`config.mk`:
```
export PLATFORM = sky130hd
export DESIGN_NAME = fetch_unit
export DESIGN_NICKNAME = d
export VERILOG_FILES = /design/src/rtl/fetch_pkg.sv /design/src/rtl/fetch_buffer.sv /design/src/rtl/fetch_unit.sv
export SDC_FILE = /design/constraint.sdc
export NUM_CORES = 1
export LEC_CHECK = 0
export CAP_MARGIN = 20
export CELL_PAD_IN_SITES_DETAIL_PLACEMENT = 1
export CELL_PAD_IN_SITES_GLOBAL_PLACEMENT = 1
export CORE_MARGIN = 3
export CORE_UTILIZATION = 38
export CTS_CLUSTER_DIAMETER = 30
export CTS_CLUSTER_SIZE = 20
export DETAILED_ROUTE_END_ITERATION = 8
export HOLD_SLACK_MARGIN = 0.06
export PLACE_DENSITY = 0.86
export SLEW_MARGIN = 20
export SYNTH_ARGS = -nofsm -noshare
export SYNTH_HDL_FRONTEND = slang
export SYNTH_SLANG_ARGS = --single-unit
```
`constraint.sdc`:
```
create_clock -name clk -period 3.1 [get_ports clk]
set_input_delay 0.93 -clock clk [delete_from_list [all_inputs] [get_ports clk]]
set_output_delay 0.93 -clock clk [all_outputs]
set_load 0.01 [all_outputs]
```
`src/rtl/fetch_pkg.sv`:
```
// Shared types and constants for the RV32I instruction-fetch stage.
// Holds the fetch FSM states, the NOP encoding and the IF/ID bundle.
package fetch_pkg;

  typedef enum logic [1:0] {
    S_REQ,
    S_WAIT,
    S_DROP
  } fetch_state_e;

  localparam logic [31:0] INSTR_NOP = 32'h0000_0013;

  typedef struct packed {
    logic        valid;
    logic [31:0] pc;
    logic [31:0] instr;
  } if_id_t;

endpackage

```
`src/rtl/fetch_buffer.sv`:
```
// Two-entry IF/ID buffer: the decode-facing slot plus one hold slot.
// A push lands in IF/ID when it is free after this cycle's pop, else in hold.
module fetch_buffer
  import fetch_pkg::*;
#(
  parameter int WIDTH = 32
) (
  input  logic             clk_i,
  input  logic             reset_i,
  input  logic             push_i,
  input  logic [WIDTH-1:0] push_pc_i,
  input  logic [31:0]      push_instr_i,
  input  logic             flush_i,
  input  logic             pop_i,
  output logic             valid_o,
  output logic [WIDTH-1:0] pc_o,
  output logic [31:0]      instr_o,
  output logic             full_o
);

  logic             v0_q, v0_d;
  logic             v1_q, v1_d;
  logic [WIDTH-1:0] pc0_q, pc0_d;
  logic [WIDTH-1:0] pc1_q, pc1_d;
  logic [31:0]      in0_q, in0_d;
  logic [31:0]      in1_q, in1_d;

  // Next-state: flush wins, then pop shifts hold forward, then push fills
  always_comb begin
    v0_d  = v0_q;
    v1_d  = v1_q;
    pc0_d = pc0_q;
    pc1_d = pc1_q;
    in0_d = in0_q;
    in1_d = in1_q;
    if (flush_i) begin
      v0_d = 1'b0;
      v1_d = 1'b0;
    end else begin
      if (pop_i && v0_q) begin
        if (v1_q) begin
          pc0_d = pc1_q;
          in0_d = in1_q;
        end
        v0_d = v1_q;
        v1_d = 1'b0;
      end
      if (push_i) begin
        if (!v0_d) begin
          v0_d  = 1'b1;
          pc0_d = push_pc_i;
          in0_d = push_instr_i;
        end else begin
          v1_d  = 1'b1;
          pc1_d = push_pc_i;
          in1_d = push_instr_i;
        end
      end
    end
  end

  // Slot registers
  always_ff @(posedge clk_i) begin
    if (reset_i) begin
      v0_q  <= 1'b0;
      v1_q  <= 1'b0;
      pc0_q <= '0;
      pc1_q <= '0;
      in0_q <= INSTR_NOP;
      in1_q <= INSTR_NOP;
    end else begin
      v0_q  <= v0_d;
      v1_q  <= v1_d;
      pc0_q <= pc0_d;
      pc1_q <= pc1_d;
      in0_q <= in0_d;
      in1_q <= in1_d;
    end
  end

  assign valid_o = v0_q;
  assign pc_o    = pc0_q;
  assign instr_o = v0_q ? in0_q : INSTR_NOP;
  assign full_o  = v1_q;

endmodule

```
`src/rtl/fetch_unit.sv`:
```
// RV32I fetch stage: PC, one-outstanding imem request FSM, IF/ID handoff.
// Optional FETCH_PERF_EN adds perf_fetched / perf_dropped counters.
module fetch_unit
  import fetch_pkg::*;
#(
  parameter int             WIDTH    = 32,
  parameter logic [WIDTH-1:0] RESET_PC = {WIDTH{1'b0}}
) (
  input  logic             clk,
  input  logic             reset,
  output logic             imem_req_valid,
  output logic [WIDTH-1:0] imem_req_addr,
  input  logic             imem_req_ready,
  input  logic             imem_rsp_valid,
  input  logic [31:0]      imem_rsp_data,
  input  logic             redirect_valid,
  input  logic [WIDTH-1:0] redirect_pc,
  input  logic             id_ready,
  output logic             if_valid,
  output logic [WIDTH-1:0] if_pc,
  output logic [31:0]      if_instr,
  output logic [WIDTH-1:0] if_pc_plus4
`ifdef FETCH_PERF_EN
  ,
  output logic [31:0]      perf_fetched,
  output logic [31:0]      perf_dropped
`endif
);

  fetch_state_e     state_q;
  logic [WIDTH-1:0] pc_q;
  logic             full;
  logic             hs;
  logic             rsp_take;
  logic [WIDTH-1:0] redir_pc;
  logic             unused_lo;

  assign unused_lo = ^redirect_pc[1:0];
  assign redir_pc  = {redirect_pc[WIDTH-1:2], 2'b00};

  // Request is a function of registered state; reset only masks it
  assign imem_req_valid = !reset && (state_q == S_REQ) && !full;
  assign imem_req_addr  = pc_q;
  assign hs             = imem_req_valid && imem_req_ready;
  assign rsp_take       = (state_q == S_WAIT) && imem_rsp_valid
                          && !redirect_valid;

  // Fetch FSM and PC; a redirect overrides every other event
  always_ff @(posedge clk) begin
    if (reset) begin
      state_q <= S_REQ;
      pc_q    <= RESET_PC;
    end else if (redirect_valid) begin
      pc_q <= redir_pc;
      unique case (state_q)
        S_REQ:   state_q <= hs ? S_DROP : S_REQ;
        S_WAIT:  state_q <= imem_rsp_valid ? S_REQ : S_DROP;
        S_DROP:  state_q <= imem_rsp_valid ? S_REQ : S_DROP;
        default: state_q <= S_REQ;
      endcase
    end else begin
      unique case (state_q)
        S_REQ: if (hs) state_q <= S_WAIT;
        S_WAIT: if (imem_rsp_valid) begin
          pc_q    <= pc_q + WIDTH'(4);
          state_q <= S_REQ;
        end
        S_DROP: if (imem_rsp_valid) state_q <= S_REQ;
        default: state_q <= S_REQ;
      endcase
    end
  end

  fetch_buffer #(.WIDTH(WIDTH)) u_buf (
    .clk_i       (clk),
    .reset_i     (reset),
    .push_i      (rsp_take),
    .push_pc_i   (pc_q),
    .push_instr_i(imem_rsp_data),
    .flush_i     (redirect_valid),
    .pop_i       (if_valid && id_ready),
    .valid_o     (if_valid),
    .pc_o        (if_pc),
    .instr_o     (if_instr),
    .full_o      (full)
  );

  assign if_pc_plus4 = if_pc + WIDTH'(4);

`ifdef FETCH_PERF_EN
  logic rsp_drop;
  assign rsp_drop = imem_rsp_valid
                    && ((state_q == S_DROP)
                    || ((state_q == S_WAIT) && redirect_valid));

  // Responses delivered vs. discarded
  always_ff @(posedge clk) begin
    if (reset) begin
      perf_fetched <= '0;
      perf_dropped <= '0;
    end else begin
      if (rsp_take) perf_fetched <= perf_fetched + 32'd1;
      if (rsp_drop) perf_dropped <= perf_dropped + 32'd1;
    end
  end
`else
  // No performance counters in this build
`endif

endmodule

```
Yosys cells after proc, flatten, opt, wreduce, memory -nomap -nowiden:

Cells that the tools add are included.

* eq/ne operators: 4
* reduce and logical (&&, ||, !) cells: 19
* add/sub/neg operators: 2
* multiplexer cells: 25
* bitwise logic cells: 1

Operator list (count)
* $mux W32: 12
* $add A32 B3 Y32 const B: 2
* $mux W2: 5
* $pmux W2 S2: 2
* $logic_and A1 B1 Y1: 7
* $mux W1: 6
* $reduce_and A2 Y1: 3
* $reduce_bool A2 Y1: 2
* $reduce_or A2 Y1: 2
* $logic_not A1 Y1: 3
* $ne A3 B1 Y1 const B: 1
* $ne A3 B3 Y1 const B: 1
* $reduce_and A3 Y1: 1
* $eq A2 B1 Y1 const B: 1
* $eq A2 B2 Y1 const B: 1
* $logic_not A2 Y1: 1
* $not A1 Y1: 1

* register bits: 164
* output and inout port bits: 130
* word-level logic and storage cells: 60
* bits of input ports: 70

Longest topological paths before layout:

* depth after elaboration: 7
* depth in mapped cells: 9
* gate-level depth less buffers: 6

By module:

Synthesis repeated with hierarchy kept, for this count alone.

* cell total of the unflattened synthesis: 1162
* area total of the unflattened synthesis: 10462.5 um2

By module, submodules not included
* fetch_buffer: cells an instance 824, area each 7867.5 um2, instances 1, sequential area each 2602.5 um2
* fetch_unit: cells an instance 338, area each 2595.0 um2, instances 1, sequential area each 640.6 um2

Least setup slack after synthesis:

No wires, ideal clock.

* kind: register to output
* start point: register u_buf.pc0_q[9] (netlist: u_buf.pc_o[9])
* end point: output port if_pc_plus4[22]
* required time: 2170 ps
* data arrival time: 1679 ps
* cell stages (with the launch flop): 5
* buffers on the path: 0
* path slack: 491 ps
* path through: dfxtp_1 > nand4_1 > nor4_2 > nand4_1 > xnor2_1

* longest elaborated chain between the ends: 1

Ends and longest elaborated chain
* start: declaration: line fetch_buffer.sv:23 `logic [WIDTH-1:0] pc0_q, pc0_d;`
* start signal: assignment: line fetch_buffer.sv:74 `pc0_q <= pc0_d;`
* $add A32 B3 Y32: line fetch_unit.sv:88 `assign if_pc_plus4 = if_pc + WIDTH'(4);`
* end: declaration: line fetch_unit.sv:22 `output logic [WIDTH-1:0] if_pc_plus4`

Every way passes these cells.

Final worst setup path:

* start point: register u_buf.pc0_q[2] (netlist: u_buf.pc_o[2])
* end point: output port if_pc_plus4[9]

Same word-level chain as after synthesis.

==> impl_summary.txt <==
----------------------------------------------------
[Run status]
  Outcome ... complete, but fails checks
  Failing checks ... negative setup slack

[Cells and area]
  Final Util ... a little over half
  Fillcell total ... 2,525
  Most common cell after layout, fill and taps aside ... sky130_fd_sc_hd__nand2_1
  Nets ... 1,334
  Area added between synthesis and finish ... 39.13%
  Fraction of layout cells with a size suffix above 1 ... 11.08%
  N_diodes ... 0
  Most frequent cells in the layout ... 291 x sky130_fd_sc_hd__nand2_1, 169 x sky130_fd_sc_hd__clkdlybuf4s50_1, 152 x sky130_fd_sc_hd__dfxtp_1

[Detailed routing]
  Length of the first detailed-routing pass in iterations ... 4
  Wire per inst ... 20.01 um
  Number of vias per cell after detailed routing ... 5.739
  Drc violations ... 0
  Number of design-rule violations left by the first detailed-router iteration ... 647
  Routed wire length ... 30,860 um
  ANT nets after route ... 0
  Routed vias ... 8,849

[Worst hold path]
  Tightest Hold Check Type ... register to register
  Worst Hold Endpoint ... u_buf.in0_q[31]
  Cell depth of the worst min-delay path ... 1
  Startpoint of the worst hold path ... u_buf.in0_q[31]

[Clock network]
  Master cell of the clock root buffer ... sky130_fd_sc_hd__clkbuf_16
  Hold_buf cts ... 0
  Clock transition at the registers of the reported paths ... 70 ps
  Maximum count of clock buffers along a single path ... 2
  H-Tree Depth ... 4
  Clock Sinks ... 160
  Total clock buffers created by CTS ... 17
  Clk Latency, worst-skew pair ... 440 ps
  TritonCTS clock tree ... done

[Placed design]
  Final HPWL from detailed placement ... 19,740 um
  Port Buffers ... 195
  Placer congestion estimate ... 0.8165

[Logic synthesis]
  Number of enable-type register cells in the synthesized netlist ... 0
  Predominant post-synthesis flop cell ... sky130_fd_sc_hd__dfxtp_1
  Per-instance average area after synthesis ... 7.512 sq um
  #FFs+latches synth ... 160
  Library cells used by synthesis ... 58
  Sequential area share after synthesis ... 39.93%
  Yosys warnings ... 0
  Area of the mapped netlist ... ~8000 sq um
  Post-synthesis instance total ... 1,068
  Post-synth ARST share ... 0%

[Setup path]
  Beginning of the worst register-to-register path ... imem_req_addr[22]
  Crit path kind ... register to output pin
  Worst Path Max Fanout ... 3
  Critical path required time ... 2170 ps
  Most common cell type on the critical path ... sky130_fd_sc_hd__buf_6
  FF-to-FF path depth ... 4
  Element type at the critical path start ... register
  Cell-by-cell trace of the critical path ... buf_6 -> nand3_4 -> nor3_4 -> buf_6 -> buf_6 -> buf_4 -> xor2_1 -> clkdlybuf4s15_1
  Kind of end point of the critical path ... output pin
  Startpoint of the most critical setup path ... u_buf.pc_o[2]
  Biggest cell delay along the critical path ... 360 ps
  Destination of the worst register-to-register timing path ... imem_req_addr[31]
  Data arrival time of the critical path ... 2190 ps
  R2r setup slk ... 750 ps
  Worst path slowest cell ... sky130_fd_sc_hd__dfxtp_4

[STA]
  Min Clock Period, post-route ... around 3100 ps
  Final slew viol count ... 0
  RSZ-0062 raised after global routing ... true
  Max-slew headroom ... around half
  Slack of the critical path ... -18.77 ps
  Hold Violations, Final ... 0
  Fin crit share ... 100.6%
  Clock skew ... 11.99 ps
  Endpoints failing setup ... 2
  Pin slew with the least headroom to its limit ... 733.6 ps
  Max Fclk ... about 320 MHz

[Die]
  Core Region ... 20,490 sq um
  Die X-Extent ... ~150 um
  Initial Util ... around 40%
  Die extent in y ... 151.3 um
  Number of standard-cell rows in the floorplan ... 52
  Boundary pin count ... 200
  Die footprint ... 22,890 sq um

[Global route]
  Antenna violations before repair ... 0
  Overall track demand over capacity in global routing ... 26.43%
  Vias in the first global route ... roughly 9,000
  Wire length of the first global-routing pass ... 47,920 um
  Largest net degree at the start of global routing ... 149
  Global route overflow ... 0

[Flow run]
  Total of max-cap violations ... 0

[Power]
  Max rail drop VDD ... 0.4111 mV
  Leakage power summed over all cells ... 3.809 nW
  PwrDens ... about 430 nW/um^2
  Total power draw ... ~4.8 mW

----------------------------------------------------
## where the power goes
| group | switching [mW] | internal, mW |
|---|---|---|
| registers | 0.0826 | 2.10 |
| clock network | 0.866 | 1.25 |
| logic | 0.229 | 0.227 |
## what timing repair did
action,4_1_cts,5_1_grt
gates resized for setup,56,46
setup endpoints to repair,24,19
pin swaps,2,13
cloned,1,0
setup buffers,9,8
## worst max-delay path by stage
| stage | cells past startpoint | endpoint | slack (ps) |
|---|---|---|---|
| floorplan | 4 | if_pc_plus4[22] | 490 |
| detailed placement | 5 | imem_req_addr[31] | -80 |
| CTS | 8 | if_pc_plus4[26] | -150 |
| finish | 8 | if_pc_plus4[9] | -20 |
| global placement | 5 | imem_req_addr[31] | 40 |
| global route | 8 | if_pc_plus4[26] | -160 |
## cell families after synthesis
kind of cell / Yosys count / share of synthesized area (%)
buffers and inverters: 102 / 5.084
AOI/OAI and AO/OA: 189 / 16.78
xor gates and xnor gates: 38 / 4.148
and+or+nand+nor: 570 / 32.84
muxes: 3 / 0.3899
adders and majority gates: 5 / 0.7798
other: 1 / 0.04674
DFF: 160 / 39.93
## final cells by class
| type | instances | area, sq um | share of cell area (%) |
|---|---|---|---|
| sequential | 160 | 3223 | 28.88 |
| clock inverter | 8 | 105.1 | 0.9416 |
| inverter | 10 | 37.54 | 0.3363 |
| tap | 270 | 337.8 | 3.027 |
| multi-input combinational | 807 | 4523 | 40.52 |
| timing repair buffer | 263 | 2454 | 21.98 |
| clock buffer | 24 | 481.7 | 4.316 |
## cell usage after synthesis (2+ instances only)
cell type	n	share of area, %
sky130_fd_sc_hd__a2111oi_0	2	0.22
sky130_fd_sc_hd__a211o_1	2	0.22
sky130_fd_sc_hd__a211oi_1	11	1.0
sky130_fd_sc_hd__a21oi_1	69	4.3
sky130_fd_sc_hd__a22oi_1	4	0.37
sky130_fd_sc_hd__a311o_1	2	0.25
sky130_fd_sc_hd__a311oi_1	35	3.8
sky130_fd_sc_hd__a32oi_1	2	0.22
sky130_fd_sc_hd__and2_1	35	2.7
sky130_fd_sc_hd__and3_1	42	3.3
sky130_fd_sc_hd__and4_1	6	0.66
sky130_fd_sc_hd__buf_1	9	0.42
sky130_fd_sc_hd__buf_2	8	0.50
sky130_fd_sc_hd__buf_4	4	0.37
sky130_fd_sc_hd__clkbuf_1	71	3.3
sky130_fd_sc_hd__dfxtp_1	160	40
sky130_fd_sc_hd__ha_1	5	0.78
sky130_fd_sc_hd__inv_1	9	0.42
sky130_fd_sc_hd__mux2i_1	2	0.25
sky130_fd_sc_hd__nand2_1	293	14
sky130_fd_sc_hd__nand2b_1	6	0.47
sky130_fd_sc_hd__nand3_1	28	1.7
sky130_fd_sc_hd__nand4_1	26	2.0
sky130_fd_sc_hd__nor2_1	87	4.1
sky130_fd_sc_hd__nor2b_1	5	0.39
sky130_fd_sc_hd__nor3_1	6	0.37
sky130_fd_sc_hd__nor4_1	9	0.70
sky130_fd_sc_hd__o2111a_1	4	0.56
sky130_fd_sc_hd__o211ai_1	2	0.19
sky130_fd_sc_hd__o21ai_0	7	0.44
sky130_fd_sc_hd__o22ai_1	3	0.23
sky130_fd_sc_hd__o2bb2ai_1	4	0.44
sky130_fd_sc_hd__o31ai_1	5	0.47
sky130_fd_sc_hd__o32ai_1	29	3.2
sky130_fd_sc_hd__or3_1	7	0.55
sky130_fd_sc_hd__or4_1	11	1.0
sky130_fd_sc_hd__xnor2_1	24	2.6
sky130_fd_sc_hd__xor2_1	14	1.5
## state kept, by name, summed over array words and instances (netlist names)
register,cells
imem_req_addr,30
state_q,2
u_buf.full_o,1
u_buf.in0_q,32
u_buf.in1_q,32
u_buf.pc1_q,30
u_buf.pc_o,32
u_buf.valid_o,1
## per-layer routing
metal / vias up / GRT usage (%) / routed length, um
li1: 4111 / - / -
met1: 4369 / 32.88 / 13020
met2: 291 / 44.68 / 15140
met3: 78 / 5.117 / 1681
met4: 0 / 10.97 / 1025
met5: - / 0 / 0
## critical path: cells and delay by family (launching register included)
kind,cells,cell delay [ps]
flip-flops,1,360
buffers and inverters,5,790
XOR/XNOR,1,230
AND/OR/NAND/NOR,2,350
## per-stage QoR
step                setup TNS (ps)  std cells  setup slack, ps  instance area (sq um)  hold slack [ps]
floorplan                        0       1069            490.7                   8026            424.2
global placement                 0       1492            43.04                  10400            439.7
detailed placement          -138.8       1492           -75.82                  10400            440.6
CTS                         -939.6       1534           -145.6                  11090            454.9
global route                -645.9       1542           -164.6                  11160            477.3
finish                      -21.98       1542           -18.77                  11160            455.1
(Power assumes the default switching activity.)
